File: src/rtl/pipeline_sum_accumulator.sv
// pipeline_sum_accumulator: accumulates {cout,sum} beats into block totals and hands each block
// out as one registered record over valid/ready, stalling input while the record is pending.
module pipeline_sum_accumulator #(
  parameter int ACC_W     = 16,
  parameter int MAX_COUNT = 255,
  parameter int CNT_W     = 8
) (
  input  logic             clk,
  input  logic             rst,
  input  logic             clr,
  input  logic             in_valid,
  output logic             in_ready,
  input  logic [7:0]       in_sum,
  input  logic             in_cout,
  input  logic             in_last,
  output logic             out_valid,
  input  logic             out_ready,
  output logic [ACC_W-1:0] out_data,
  output logic [CNT_W-1:0] out_count,
  output logic             out_ovf
);
  localparam int SW = ACC_W + 1;
  typedef enum logic {ACC, DONE} state_t;
  state_t state, state_n;
  logic [ACC_W-1:0] acc;
  logic [CNT_W-1:0] cnt, cnt_n;
  logic [SW-1:0]    sum_n;
  logic             ovf, ovf_n, take, term;
  assign sum_n = {1'b0, acc} + SW'({in_cout, in_sum});
  assign cnt_n = cnt + CNT_W'(1);
  assign ovf_n = ovf | sum_n[ACC_W];
  assign take  = in_valid && in_ready;
  // in_last and the count limit on the same beat collapse into one termination
  assign term  = in_last || cnt_n == CNT_W'(MAX_COUNT);
  always_ff @(posedge clk or negedge rst)
    if (!rst) state <= ACC;
    else state <= state_n;
  always_comb
    state_n = state == ACC ? (take && term ? DONE : ACC) : (out_ready ? ACC : DONE);
  always_comb
    in_ready = state == ACC && !clr;
  always_ff @(posedge clk or negedge rst)
    if (!rst) begin
      acc       <= '0;
      cnt       <= '0;
      ovf       <= 1'b0;
      out_valid <= 1'b0;
      out_data  <= '0;
      out_count <= '0;
      out_ovf   <= 1'b0;
    end else begin
      if (take && term) begin
        out_data  <= sum_n[ACC_W-1:0];
        out_count <= cnt_n;
        out_ovf   <= ovf_n;
        out_valid <= 1'b1;
        acc       <= '0;
        cnt       <= '0;
        ovf       <= 1'b0;
      end else if (take) begin
        acc <= sum_n[ACC_W-1:0];
        cnt <= cnt_n;
        ovf <= ovf_n;
      end else if (clr) begin
        acc <= '0;
        cnt <= '0;
        ovf <= 1'b0;
      end
      if (state == DONE && out_ready) out_valid <= 1'b0;
    end
endmodule

File: config.mk
export PLATFORM = sky130hd
export DESIGN_NAME = pipeline_sum_accumulator
export DESIGN_NICKNAME = d
export VERILOG_FILES = /design/src/rtl/pipeline_sum_accumulator.sv
export SDC_FILE = /design/constraint.sdc
export NUM_CORES = 1
export LEC_CHECK = 0
export CAP_MARGIN = 25
export CORE_MARGIN = 5
export CORE_UTILIZATION = 52
export CTS_BUF_LIST = sky130_fd_sc_hd__clkbuf_2 sky130_fd_sc_hd__clkbuf_4 sky130_fd_sc_hd__clkbuf_8
export CTS_CLUSTER_DIAMETER = 30
export CTS_CLUSTER_SIZE = 28
export DETAILED_ROUTE_END_ITERATION = 8
export GPL_TIMING_DRIVEN = 0
export PLACE_DENSITY = 0.82
export SLEW_MARGIN = 20
export SYNTH_ARGS = -nofsm -noshare
export SYNTH_HDL_FRONTEND = slang
export SYNTH_SLANG_ARGS = --single-unit
File: constraint.sdc
create_clock -name clk -period 5.3 [get_ports clk]
set_clock_uncertainty 0.05 [all_clocks]
set_input_delay 0.53 -clock clk [delete_from_list [all_inputs] [get_ports clk]]
set_output_delay 0.53 -clock clk [all_outputs]
set_load 0.01 [all_outputs]
-- After elaboration in Yosys (flattened, before gate mapping)
Index checks and enable logic that the tools add are counted.
- register bits: 52
- bits of input ports: 15
- output and inout bits: 27
- word-level logic and storage cells: 35
- add/subtract/negate cells: 2
- equality and inequality tests: 1
- multiplexer cells: 14
- bitwise gates (word level): 2
- reductions and logical operators: 8
- operators by type and width (kind ; count):
    2-to-1 mux 16 bit ; 3
    2-to-1 mux 8 bit ; 3
    adder 16 x 9 -> 17 bit ; 1
    adder 8 x 1 -> 8 bit (second input constant) ; 1
    equality test 8 bit (second input constant) ; 1
    2-to-1 mux 1 bit ; 8
    logical AND 1 bit ; 4
    nonzero test 3 bit ; 1
    nonzero test 2 bit ; 1
    zero test 1 bit ; 1
    logical OR 1 bit ; 1
    inverter 1 bit ; 1
    OR 1 bit ; 1

-- Depth between registers and ports, before layout
- depth in word-level cells: 6
- gate-level depth with buffers: 10
- gate-level depth less buffers: 8

-- Worst setup path before layout
Ideal clock, no wire load.
- path kind: input port to flip-flop
- start: input in_sum[4]
- end: register out_data[9]
- library setup time: 0.125 ns
- arrival time: 2.327 ns
- data required time: 5.125 ns
- slack: 2.797 ns
- cell stages on the path: 7
- path through: ha_1 -> a21oi_1 -> o211ai_1 -> a311oi_1 -> or2_2 -> xnor2_1 -> mux2_4
- cells in the longest elaborated chain, start to end: 1
- RTL lines (item ; line ; text):
    start: declaration ; 13 ; input logic [7:0] in_sum,
    adder 16 x 9 -> 17 bit ; 29 ; assign sum_n = {1'b0, acc} + SW'({in_cout, in_sum});
    end signal: assignment ; 53 ; out_data <= sum_n[ACC_W-1:0];
    end: declaration ; 18 ; output logic [ACC_W-1:0] out_data,
No other way between the ends.
A chain may end at the register's enable or synchronous reset.

-- Worst setup path in the final report
- start: input in_sum[1]
- end: register out_data[9]
The elaborated chain is that of the path after synthesis.

==> run_results.csv <==
group,metric,value,unit
status,status,"complete, no violations",
die,die_width,83.9,um
power_and_ir_drop,pwr-share-seq,49.3,%
routing,wl,5.99,mm
die,fp-row-count,27,
synthesis,synth_nets,290,
global_route,grt_overflow,0,
clock_network,clock_path_buffers,2,
timing,rsz0062_at_grt,"no",
place,gp_congestion,0.836,
clock_network,cts_hold_buffers,0,
critical_path,cp_max_fo,8,
layout,fill_cells,462,
routing,ant_nets,0,
critical_path,r2r_slack,2.61,ns
layout,syn_to_final_growth,20.8,%
synthesis,yosysTopAreaCell,"dfrtp_1",
layout,design_area,3430,sq um
synthesis,synthesis.instances,263,
synthesis,yosysWarnings,0,
layout,final_net_count,338,
place,dpl_cell_area,3340,sq um
routing,wl_per_cell,15.6,um
global_route,grt_pass1_wl,10.7,mm
synthesis,yosys.area.top_type_share,45.8,%
layout,diodes,0,
layout,regArea,1300,sq um
synthesis,synth_edf_count,0,
critical_path,start_kind,"input port",
timing,drv_slew,0,
critical_path,criticalPathCategory,"input port to flop",
timing,relSlewSlack,41.3,%
die,die_area,7040,sq um
critical_path,end_kind,"flop",
clock_network,cts_buffers,5,
critical_path,reg2reg_to,"out_data[9]",
timing,setup_violations,0,
layout,multi_input_area,1440,sq um
timing,worst_slew_pin_slew,0.875,ns
clock_network,clkTransAtPathRegs,0.09,ns
die,io_pins,42,
power_and_ir_drop,p_leak,0.00151,uW
power_and_ir_drop,power.switching,260,uW
synthesis,synth_seq_cells,52,
die,die_h,83.9,um
die,initial_utilization,52.5,%
synthesis,synthFlopType,"dfrtp_1",
layout,drive_gt1_share,12.8,%
routing,drt-pass1-iter-count,4,
synthesis,yosysMostFrequentCell,"dfrtp_1",
global_route,grt_pass1_vias,2338,
power_and_ir_drop,clkPwrFrac,25.1,%
run,drv_cap,0,
clock_network,clockRootBuffer,"clkbuf_8",
hold_path,hp-class,"input port to asynchronous set/reset pin",
routing,vias,2182,
global_route,grt_max_degree,53,
power_and_ir_drop,vdd_ir_drop_max,0.171,mV
routing,viasPerCell,5.68,
synthesis,synth.cell_area,2840,sq um
synthesis,async_flop_share,100,%
clock_network,cts_sinks,52,
synthesis,avgSynthCellArea,10.8,sq um
timing,hold_violations,0,
global_route,antenna_found_initial,0,
power_and_ir_drop,power.internal,675,uW
synthesis,ys_seq_area_share,45.8,%
clock_network,cts-resized-gates,0,
global_route,grt_use_total,18.1,%
critical_path,critPathRequiredTime,5.45,ns
power_and_ir_drop,p_per_area,273,nW/um^2
power_and_ir_drop,comb_power_share,25.6,%
place,dp_hpwl,4.34,mm
synthesis,synthDistinctLibCells,45,
place,io_buffers,41,
power_and_ir_drop,netSwitchingFraction,27.8,%
synthesis,synthTopCellsByCount,"dfrtp_1, nand2_1, o21ai_0",
clock_network,cts_tree,"yes",
routing,drc,0,
clock_network,clk_latency,0.30,ns
critical_path,crit_arrival,3.15,ns
clock_network,cts_setup_buffers,0,
timing,period_needed,3.00,ns
timing,post-route-period-util,56.6,%
critical_path,reg2reg_from,"acc[1]",
critical_path,worst-r2r-cell-count,7,
timing,timing.setup.tns,0,ns
synthesis,synth.area.top_cells,"dfrtp_1, mux2_4, xnor2_1, ha_1, o21ai_0",
clock_network,cts-htree-levels,2,
timing,fmax,333,MHz
routing,drt_iter0_markers,204,
die,core,5410,sq um
-- layout make-up --
cell class,count,share of cell area [%]
sequential,52,37.9
clock inverter,2,0.292
multi-input combinational,194,41.9
tap,72,2.63
timing repair buffer,41,11.9
clock buffer,6,2.41
buffer,12,2.37
inverter,5,0.547
-- power by group through the flow --
stage               Sequential, uW  Combinational [uW]  Clock [uW]
floorplan                      483                 111           0
global placement               467                 235           0
detailed placement             469                 239           0
CTS                            462                 242         239
global route                   467                 262         255
finish                         461                 239         235
-- through the flow --
stage	setup slack, ns	utilization [%]	power (uW)	hold WS (ns)	cells
after global placement	1.99	61.8	703	0.433	376
after global routing	2.11	63.4	985	0.247	384
final	2.30	63.4	935	0.195	384
after floorplan	2.80	-	594	0.184	263
after CTS	2.33	63.4	943	0.223	384
after detailed placement	2.01	61.7	709	0.440	376
-- critical path: stages --
cell             delay [ns]
clkdlybuf4s50_1        0.47
ha_1                   0.34
a211oi_1               0.31
o211ai_1               0.12
a311oi_1               0.78
or2_2                  0.26
xnor2_1                0.06
mux2_4                 0.27
-- logic make-up after synthesis --
group / count (synthesis) / share of synthesized area [%]
simple gates: 54 / 9.74
fa+ha+maj: 12 / 5.55
xor+xnor: 20 / 6.17
buf+inv: 17 / 3.53
mux: 18 / 8.46
compound gates: 90 / 20.7
flops: 52 / 45.8
-- cells in the final DEF (no fill, tap or decap), types with 3 or more instances in the layout --
master,Yosys,routed
a21o_1,4,4
a21oi_1,19,19
a22o_1,10,10
a31oi_1,18,18
and3_1,3,3
clkbuf_1,7,7
clkbuf_8,0,6
clkdlybuf4s50_1,0,40
dfrtp_1,52,52
ha_1,11,11
inv_1,5,5
mux2_2,8,8
mux2_4,10,10
nand2_1,24,24
nand2b_1,4,4
nand3_1,3,3
nand3b_1,3,3
nor2_1,7,7
o211ai_1,3,3
o21ai_0,24,24
xnor2_1,17,17
xor2_1,3,3
-- routing by layer --
layer  GRT usage, %  routed length [um]  up-vias
li1               -                   -     1053
met3           3.06                 240        5
met5              0                   0        -
met4           4.39                  53        0
met2           30.9                2890       53
met1           24.0                2800     1071
-- worst max-delay path by stage --
stage / start / end / slack, ns / cells after the start
floorplan: in_sum[4] / out_data[9] / 2.80 / 7
global placement: in_sum[1] / out_data[9] / 1.99 / 8
detailed placement: in_sum[1] / out_data[9] / 2.01 / 8
CTS: in_sum[1] / out_data[9] / 2.33 / 8
global route: in_sum[1] / out_data[9] / 2.11 / 8
finish: in_sum[1] / out_data[9] / 2.30 / 8
-- sequential cells by signal, indices dropped and copies added (netlist names) --
register / count
out_ovf: 1
state: 1
out_valid: 1
cnt: 8
acc: 16
ovf: 1
out_count: 8
out_data: 16
Power figures use the tool's default switching activity.
